## config.mk

```make
export PLATFORM = sky130hd
export DESIGN_NAME = shared_ram_arbiter
export DESIGN_NICKNAME = d
export VERILOG_FILES = /design/src/rtl/shared_ram_arbiter.sv
export SDC_FILE = /design/constraint.sdc
export NUM_CORES = 1
export LEC_CHECK = 0
export CAP_MARGIN = 10
export CORE_MARGIN = 2
export CORE_UTILIZATION = 40
export CTS_CLUSTER_SIZE = 8
export DETAILED_ROUTE_END_ITERATION = 16
export PLACE_DENSITY = 0.84
export SYNTH_ARGS = -nofsm -noshare
export SYNTH_HDL_FRONTEND = slang
export SYNTH_SLANG_ARGS = --single-unit
```

## constraint.sdc

```tcl
create_clock -name clk -period 5.9 [get_ports clk]
set_clock_uncertainty 0.2 [all_clocks]
set_input_delay 1.77 -clock clk [delete_from_list [all_inputs] [get_ports clk]]
set_output_delay 1.77 -clock clk [all_outputs]
set_load 0.1 [all_outputs]
```

## src/rtl/shared_ram_arbiter.sv

```systemverilog
// Round-robin arbiter serialising core requests onto one single-port RAM.
// state  | meaning
// IDLE   | waiting for a request; winner is registered onto mem_* on the grant edge
// ACCESS | RAM sees stable mem_*; its negedge read lands in mem_dataOut
// ACK    | ack one-hot on grant_id, dataOut valid
module shared_ram_arbiter #(
  parameter int N_CORES    = 4,
  parameter int WIDTH      = 12,
  parameter int DEPTH      = 256,
  parameter int ADDR_WIDTH = $clog2(DEPTH),
  parameter int IDX_WIDTH  = $clog2(N_CORES)
) (
  input  logic                          clk,
  input  logic                          rst,
  input  logic [N_CORES-1:0]            req,
  input  logic [N_CORES-1:0]            wrEn,
  input  logic [N_CORES*ADDR_WIDTH-1:0] addr,
  input  logic [N_CORES*WIDTH-1:0]      dataIn,
  output logic [N_CORES-1:0]            ack,
  output logic [WIDTH-1:0]              dataOut,
  output logic                          busy,
  output logic [IDX_WIDTH-1:0]          grant_id,
  output logic                          mem_wrEn,
  output logic [ADDR_WIDTH-1:0]         mem_addr,
  output logic [WIDTH-1:0]              mem_dataIn,
  input  logic [WIDTH-1:0]              mem_dataOut
);

  localparam logic [1:0] IDLE   = 2'd0;
  localparam logic [1:0] ACCESS = 2'd1;
  localparam logic [1:0] ACK    = 2'd2;

  logic [1:0]            r_state;
  logic [IDX_WIDTH-1:0]  r_ptr;
  logic [IDX_WIDTH-1:0]  r_grant_id;
  logic [N_CORES-1:0]    r_ack;
  logic [WIDTH-1:0]      r_data_out;
  logic                  r_busy;
  logic                  r_mem_wr_en;
  logic [ADDR_WIDTH-1:0] r_mem_addr;
  logic [WIDTH-1:0]      r_mem_data_in;

  logic                  w_any;
  logic                  w_hit_hi;
  logic                  w_hit_lo;
  logic [IDX_WIDTH-1:0]  w_win_hi;
  logic [IDX_WIDTH-1:0]  w_win_lo;
  logic [IDX_WIDTH-1:0]  w_winner;
  logic [IDX_WIDTH-1:0]  w_next_ptr;
  logic                  w_sel_wr_en;
  logic [ADDR_WIDTH-1:0] w_sel_addr;
  logic [WIDTH-1:0]      w_sel_data;

  // Two passes: lowest requester at or above ptr, else lowest one below it.
  always_comb begin
    w_hit_hi = 1'b0;
    w_hit_lo = 1'b0;
    w_win_hi = '0;
    w_win_lo = '0;
    for (int i = N_CORES - 1; i >= 0; i--) begin
      if (req[i]) begin
        if (IDX_WIDTH'(i) >= r_ptr) begin
          w_hit_hi = 1'b1;
          w_win_hi = IDX_WIDTH'(i);
        end else begin
          w_hit_lo = 1'b1;
          w_win_lo = IDX_WIDTH'(i);
        end
      end
    end
  end

  assign w_any      = w_hit_hi | w_hit_lo;
  assign w_winner   = w_hit_hi ? w_win_hi : w_win_lo;
  assign w_next_ptr = (w_winner == IDX_WIDTH'(N_CORES - 1)) ? '0 : w_winner + 1'b1;

  always_comb begin
    w_sel_wr_en = 1'b0;
    w_sel_addr  = '0;
    w_sel_data  = '0;
    for (int i = 0; i < N_CORES; i++) begin
      if (w_winner == IDX_WIDTH'(i)) begin
        w_sel_wr_en = wrEn[i];
        w_sel_addr  = addr[i*ADDR_WIDTH +: ADDR_WIDTH];
        w_sel_data  = dataIn[i*WIDTH +: WIDTH];
      end
    end
  end

  always_ff @(posedge clk) begin
    if (rst) begin
      r_state       <= IDLE;
      r_ptr         <= '0;
      r_grant_id    <= '0;
      r_ack         <= '0;
      r_data_out    <= '0;
      r_busy        <= 1'b0;
      r_mem_wr_en   <= 1'b0;
      r_mem_addr    <= '0;
      r_mem_data_in <= '0;
    end else begin
      case (r_state)
        IDLE: begin
          if (w_any) begin
            r_mem_wr_en   <= w_sel_wr_en;
            r_mem_addr    <= w_sel_addr;
            r_mem_data_in <= w_sel_data;
            r_grant_id    <= w_winner;
            r_ptr         <= w_next_ptr;
            r_busy        <= 1'b1;
            r_state       <= ACCESS;
          end else begin
            r_mem_wr_en   <= 1'b0;
          end
        end
        ACCESS: begin
          // On a write this captures the word being overwritten.
          r_data_out  <= mem_dataOut;
          r_ack       <= {{(N_CORES-1){1'b0}}, 1'b1} << r_grant_id;
          r_mem_wr_en <= 1'b0;
          r_state     <= ACK;
        end
        ACK: begin
          r_ack   <= '0;
          r_busy  <= 1'b0;
          r_state <= IDLE;
        end
        default: begin
          r_ack   <= '0;
          r_busy  <= 1'b0;
          r_state <= IDLE;
        end
      endcase
    end
  end

  assign ack        = r_ack;
  assign dataOut    = r_data_out;
  assign busy       = r_busy;
  assign grant_id   = r_grant_id;
  assign mem_wrEn   = r_mem_wr_en;
  assign mem_addr   = r_mem_addr;
  assign mem_dataIn = r_mem_data_in;

endmodule
```

### Word level (Yosys, flattened, before mapping)

Index checks and enable logic that the tools add are counted.

* $add $sub $neg: 1
* $mul: 0
* div/mod/pow operators: 0
* $lt $le $gt $ge: 4
* eq/ne operators: 5
* shifts and indexed selects: 1
* mux-type cells: 53
* bitwise operators: 2
* reductions and logical operators: 5

Operator list (count)
* $mux 12: 4
* $mux 2: 19
* $mux 8: 4
* $mux 1: 22
* $pmux 4 s2: 1
* $eq 2x1->1 const B: 2
* $eq 2x2->1 const B: 2
* $ge 1x2->1 const A: 2
* $ge 2x2->1 const A: 2
* $logic_not 2->1: 2
* $pmux 1 s2: 2
* $pmux 2 s2: 1
* $reduce_and 2->1: 2
* $shl 1x2->4 const A: 1
* $add 2x1->2 const B: 1
* $ne 2x2->1 const B: 1
* $reduce_bool 2->1: 1
* $not 1->1: 1
* $or 1x1->1: 1

* flip-flop bits (word level): 44
* bits in latches: 0
* memory bits (writable): 0
* ROM bits: 0
* input port bits: 102
* output and inout bits: 40
* memories kept: 0

### Longest topological paths before layout

Gate-level depths: netlist (run 1).

* depth in word-level cells: 17
* mapped depth: 11

### Least setup slack after synthesis (run 1)

Ideal clock, no wire load.

* path kind: input port to flip-flop
* from: input req[1]
* to: register r_mem_addr[7] (netlist: mem_addr[7])
* arrival: 3437 ps
* setup slack: 2132 ps
* stages: 11
* path buffers: 2
* cell sequence: nand2b_1 a21oi_1 o32ai_1 inv_1 ha_1 clkbuf_1 clkbuf_1 a21oi_1 o21ai_0 a221oi_1 nor3_1

* cells in the longest elaborated chain, start to end: 9
* elaborated cells between the ends (all ways): 23

RTL lines
* start: declaration: line 15 `input logic [N_CORES-1:0] req,`
* $mux 2 / $mux 1 (equally long branches): line 61 `if (req[i]) begin`
* $mux 2 / $mux 1 (equally long branches): line 62 `if (IDX_WIDTH'(i) >= r_ptr) begin`
* $mux 2 / $mux 1 (equally long branches): line 61
* $mux 2 *: line 74 `assign w_winner = w_hit_hi ? w_win_hi : w_win_lo;`
* net w_winner[1]: line 48 `logic [IDX_WIDTH-1:0] w_winner;`
* $logic_not 2->1: line 82 `if (w_winner == IDX_WIDTH'(i)) begin`
* $mux 8 (3 in series): line 82
* $mux 8 *: line 82
* end signal: assignment: line 106 `r_mem_addr <= w_sel_addr;`
* end: declaration: line 40 `logic [ADDR_WIDTH-1:0] r_mem_addr;`

The timed path passes the listed nets; every way through them passes the cells marked *.
A chain may end at the register's enable or synchronous reset.

### Worst setup path in the final report (run 1)

* from: input req[1]
* to: register r_mem_data_in[4] (netlist: mem_dataIn[4])

* cells in the longest elaborated chain, start to end: 9
* elaborated cells between the ends (all ways): 23

RTL lines
* $mux 2 / $mux 1 (equally long branches): line 61
* $mux 2 / $mux 1 (equally long branches): line 62
* $mux 2 / $mux 1 (equally long branches): line 61
* $mux 2 *: line 74
* net w_winner[1]: line 48
* $logic_not 2->1: line 82
* $mux 12 (3 in series): line 82
* $mux 12 *: line 82
* end signal: assignment: line 107 `r_mem_data_in <= w_sel_data;`
* end: declaration: line 41 `logic [WIDTH-1:0] r_mem_data_in;`

Marked as above.

==> flow_summary_export.csv, run 1 <==
group,metric,value,unit
layout,layout_common_cells,"clkdlybuf4s50_1, a21oi_1, nand2_1",
clocking,clkTransAtPathRegs,80,ps
clocking,cts_sinks,44,
floorplan,fp-row-count,28,
global_route,grt_pass1_vias,2505,
detailed_routing,drc,0,
detailed_routing,finalWirelength,7.63,mm
worst_setup_path,crit_type,"in -> reg",
clocking,cts_root_buf,"clkbuf_8",
pwr,power_density,316,nW/um^2
timing,setup_viol,0,
timing,rsz0062_at_grt,"false",
layout,syn2layout_area_growth,60.1,%
detailed_routing,vias_per_cell,5.22,
worst_setup_path,crit_path_start,"req[1]",
worst_setup_path,cp.required,5850,ps
global_route,grt-ovfl-total,0,
clocking,cts_resized,0,
global_route,grt_first_pass_wirelength,11.4,mm
floorplan,fp.dieW,82.1,um
layout,multi_input_area,1340,um^2
timing,setup_tns,0,ps
global_route,grt_use_total,21.7,%
pwr,p_leak,1.50,nW
timing,maxSlewHeadroom,32.6,%
detailed_routing,firstDrtPassIters,4,
timing,worst_slew_pin_slew,1010,ps
layout,nNetsFinal,551,
worst_setup_path,worstPathMaxFanout,24,
clocking,cts_buffers,5,
timing,max_freq,216,MHz
clocking,postCtsHoldBufs,0,
timing,drv_slew,0,
yosys,syn_area,2440,um^2
floorplan,num_io_pins,142,
yosys,yosysSeqAreaShare,36.1,%
timing,fin_crit_sh,78.6,%
min_path,min_from,"dataOut[1]",
layout,fillerInstances,500,
worst_setup_path,start_kind,"input pin",
pwr,p_total,1.23,mW
pwr,ir_worst_vdd,0.000205,V
yosys,syn_area_per_cell,7.53,um^2
clocking,cts.htree.levels,2,
clocking,cts_max_path_buffers,2,
layout,drive_gt1_share,6.74,%
yosys,syn_nets,430,
min_path,hp-class,"reg -> reg",
placed_design,hpwl,5.48,mm
clocking,cts_setup_buffers,0,
yosys,synthTopCellsByArea,"dfxtp_1, a21oi_1, a221oi_2, nand2_1, nor3_1",
detailed_routing,ant_nets,0,
timing,period_needed,4640,ps
global_route,antenna_found_initial,0,
yosys,synth_seq_cells,44,
detailed_routing,wl_per_cell,14.7,um
global_route,grt_max_degree,46,
detailed_routing,drtIter0Drc,162,
yosys,ys_types,29,
floorplan,fp.dieArea,6740,um^2
placed_design,io_buffers,141,
worst_setup_path,regToRegStartpoint,"r_ptr[1]",
yosys,yosysWarnings,0,
floorplan,core-area,5920,um^2
timing,hold_viol,0,
detailed_routing,vias,2714,
worst_setup_path,cp-end-kind,"register",
layout,seqCellArea,881,um^2
placed_design,gp_congestion,0.866,
layout,final_common_cell,"clkdlybuf4s50_1",
run,cap_violations,0,
yosys,synth_top_area_cell,"dfxtp_1",
worst_setup_path,worst_ep_arrival_time,4580,ps
floorplan,dieHeight,82.1,um
layout,diodes,0,
floorplan,start_util,41.2,%
yosys,synth_top_area_share,36.1,%
clocking,worstSkewPairLatency,290,ps
yosys,syn_inst,324,
status,outcome,"completed",
clocking,cts_tree,"built",
flip-flops by register name (all words and copies together) (netlist names):
signal / flops
busy: 1
r_ptr: 2
dataOut: 12
grant_id: 2
mem_addr: 8
r_state: 2
ack: 4
mem_wrEn: 1
mem_dataIn: 12
worst max-delay path, cell delays in order:
cell	delay, ps
clkdlybuf4s50_1	530
nand2b_1	140
a21oi_1	40
o32ai_1	510
inv_1	130
ha_1	510
buf_4	350
a21oi_1	120
o21ai_0	130
a221oi_2	280
nor3_1	80
final timing paths:
check	slack (ps)	depth (start not counted)	end
setup reg to reg	2970	9	mem_dataIn[4]
hold / removal	260	2	dataOut[1]
setup / recovery	1260	11	mem_dataIn[4]
hold reg to reg	260	2	dataOut[1]
metrics by stage:
stage / util (%) / hold slack [ps] / area, um^2 / std cells / setup WS, ps
after global routing: 66.0 / 291 / 3910 / 520 / 915
final: 66.0 / 257 / 3910 / 520 / 1260
after CTS: 66.0 / 261 / 3910 / 520 / 1280
after floorplan: - / 271 / 2440 / 324 / 2130
after detailed placement: 64.6 / 249 / 3820 / 513 / 970
after global placement: 64.6 / 242 / 3820 / 513 / 1160
cell families (layout without fill, tap and decap cells):
kind of cell             count (synthesis)  in the layout  synth area share [%]
multiplexers                             3              3                  1.23
flip-flops                              44             44                  36.1
AND/OR/NAND/NOR                        116            116                  21.5
buffers and inverters                   52            173                  9.39
AO/OA/AOI/OAI                          105            105                  29.7
adder cells (fa/ha/maj)                  4              4                  2.05
area by class of cell:
cell class | count | share of cell area [%]
clock buffers | 5 | 1.76
clock inverters | 2 | 0.320
inverters | 22 | 2.11
multi-input cells | 228 | 34.3
flip-flops and latches | 44 | 22.6
well taps | 75 | 2.40
repair buffers | 144 | 36.6
cells in the mapped netlist, drive strengths merged:
cell,number
a211oi,2
a21o,1
a21oi,55
a221oi,20
a31oi,1
a32oi,1
buf,8
clkbuf,22
dfxtp,44
ha,4
inv,22
mux2i,3
nand2,48
nand2b,3
nand3b,1
nor2,26
nor2b,8
nor3,25
nor3b,3
nor4,1
o21ai,22
o22a,1
o31ai,1
o32ai,1
or3,1
metal layers:
| metal | GRT usage, % | part of all wire (%) | up-vias | routed length, um |
|---|---|---|---|---|
| met3 | 3.41 | 7.2 | 12 | 548 |
| met4 | 7.83 | 1.8 | 0 | 141 |
| met2 | 39.3 | 51 | 105 | 3890 |
| met1 | 25.8 | 40 | 1235 | 3050 |
| li1 | - | - | 1362 | - |
| met5 | 0 | 0 | - | 0 |
power by group:
| group | switching, mW | leakage (nW) | total (mW) | internal, mW |
|---|---|---|---|---|
| Sequential | 0.0260 | 0.363 | 0.363 | 0.338 |
| Clock | 0.102 | 0.0400 | 0.182 | 0.0803 |
| Combinational | 0.466 | 1.09 | 0.688 | 0.222 |
| Total | 0.594 | 1.50 | 1.23 | 0.640 |
(Power assumes the default switching activity.)
==> inputs of run 2 (changes only) <==
Settings changed: CORE_UTILIZATION 40 to 34, PLACE_DENSITY 0.84 to 0.76.
Clock period 5.9 ns to 3.8 ns, I/O delays scaled along.
==> run 2 against run 1 <==
  * Final cell count grew 6.3%
  * Combinational power grew 57%
  * Critical endpoint is now mem_addr[6]
  * Total power grew 59%
  * Highest routed layer unchanged
==> flow_summary_export.csv, run 2 (synthesis results as in run 1) <==
group,metric,value,unit
detailed_routing,drtIter0Drc,187,
min_path,hp-class,"reg -> reg",
timing,setup_viol,0,
global_route,grt_use_total,19.9,%
detailed_routing,vias_per_cell,4.91,
pwr,ir_worst_vdd,0.000297,V
detailed_routing,firstDrtPassIters,4,
worst_setup_path,worst_ep_arrival_time,3390,ps
layout,nNetsFinal,562,
clocking,cts_tree,"built",
global_route,grt_first_pass_wirelength,12.5,mm
clocking,cts_resized,0,
placed_design,hpwl,5.92,mm
floorplan,dieHeight,88.7,um
worst_setup_path,worstPathMaxFanout,14,
timing,hold_viol,0,
status,outcome,"completed",
layout,syn2layout_area_growth,61.7,%
floorplan,core-area,6870,um^2
floorplan,fp.dieW,88.7,um
timing,max_freq,291,MHz
placed_design,io_buffers,141,
clocking,clkTransAtPathRegs,90,ps
timing,rsz0062_at_grt,"false",
clocking,cts_setup_buffers,0,
timing,hold_ws,257,ps
detailed_routing,drc,0,
global_route,antenna_found_initial,0,
pwr,p_leak,1.63,nW
timing,drv_slew,0,
layout,drive_gt1_share,17.9,%
clocking,cts_root_buf,"clkbuf_8",
layout,final_core_util,57.4,%
floorplan,num_io_pins,142,
global_route,grt_max_degree,46,
worst_setup_path,crit_type,"in -> reg",
clocking,cts_buffers,5,
timing,worst_slew_pin_slew,846,ps
pwr,power_density,497,nW/um^2
clocking,cts_sinks,44,
global_route,grt-ovfl-total,0,
clocking,cts.htree.levels,2,
clocking,worstSkewPairLatency,300,ps
layout,final_common_cell,"clkdlybuf4s50_1",
timing,maxSlewHeadroom,43.6,%
timing,setup_tns,0,ps
worst_setup_path,cp.required,3760,ps
detailed_routing,finalWirelength,7.83,mm
worst_setup_path,cp-end-kind,"register",
detailed_routing,wl_per_cell,14.2,um
layout,diodes,0,
detailed_routing,ant_nets,0,
global_route,grt_pass1_vias,2653,
clocking,cts_max_path_buffers,2,
timing,fin_crit_sh,90.3,%
floorplan,fp-row-count,30,
layout,layout_common_cells,"clkdlybuf4s50_1, a21oi_1, buf_4",
detailed_routing,vias,2714,
floorplan,start_util,35.5,%
worst_setup_path,start_kind,"input pin",
timing,period_needed,3430,ps
clocking,postCtsHoldBufs,0,
floorplan,fp.dieArea,7870,um^2
run,cap_violations,0,
placed_design,gp_congestion,0.804,
-- run 2: cell type report --
type / count / area, um^2
clock buffer: 6 / 82.6
clock inverter: 2 / 15.0
fill: 630 / 2930
inverter: 22 / 82.6
multi-input combinational: 228 / 1340
sequential: 44 / 881
tap: 96 / 120
timing repair buffer: 155 / 1420
-- run 2: worst paths after layout --
check / start / to / slack [ps] / cells after the start
setup / recovery: req[2] / mem_addr[6] / 370 / 11
hold / removal: dataOut[8] / dataOut[8] / 260 / 2
setup reg to reg: r_ptr[0] / mem_addr[6] / 1390 / 10
hold reg to reg: dataOut[8] / dataOut[8] / 260 / 2
-- run 2: critical path: stages --
cell and delay [ps]:
clkdlybuf4s50_1 450, nor2b_1 170, nor3b_1 240, o22a_1 280
inv_1 90, ha_1 240, buf_4 200, a21oi_1 140
o21ai_0 120, a221oi_2 230, nor3_1 70
-- run 2: per-layer routing --
layer	vias to the layer above	routed length, um	part of all wire, %	GRT usage [%]
met2	102	3790	48	34.0
met1	1224	3290	42	25.2
li1	1377	-	-	-
met3	11	617	7.9	4.57
met4	0	131	1.7	5.51
met5	-	0	0	0
-- run 2: per-stage QoR --
stage	setup slack (ps)	std cells	total power [mW]	instance area, um^2
CTS	365	553	1.97	3940
global route	137	553	2.07	3940
global placement	179	545	1.64	3840
floorplan	662	324	1.35	2440
detailed placement	35.2	545	1.66	3840
finish	367	553	1.96	3940
-- run 2: power breakdown --
| part | internal, mW | switching (mW) |
|---|---|---|
| Clock | 0.147 | 0.167 |
| Combinational | 0.350 | 0.727 |
| Sequential | 0.524 | 0.0433 |
| Total | 1.02 | 0.938 |
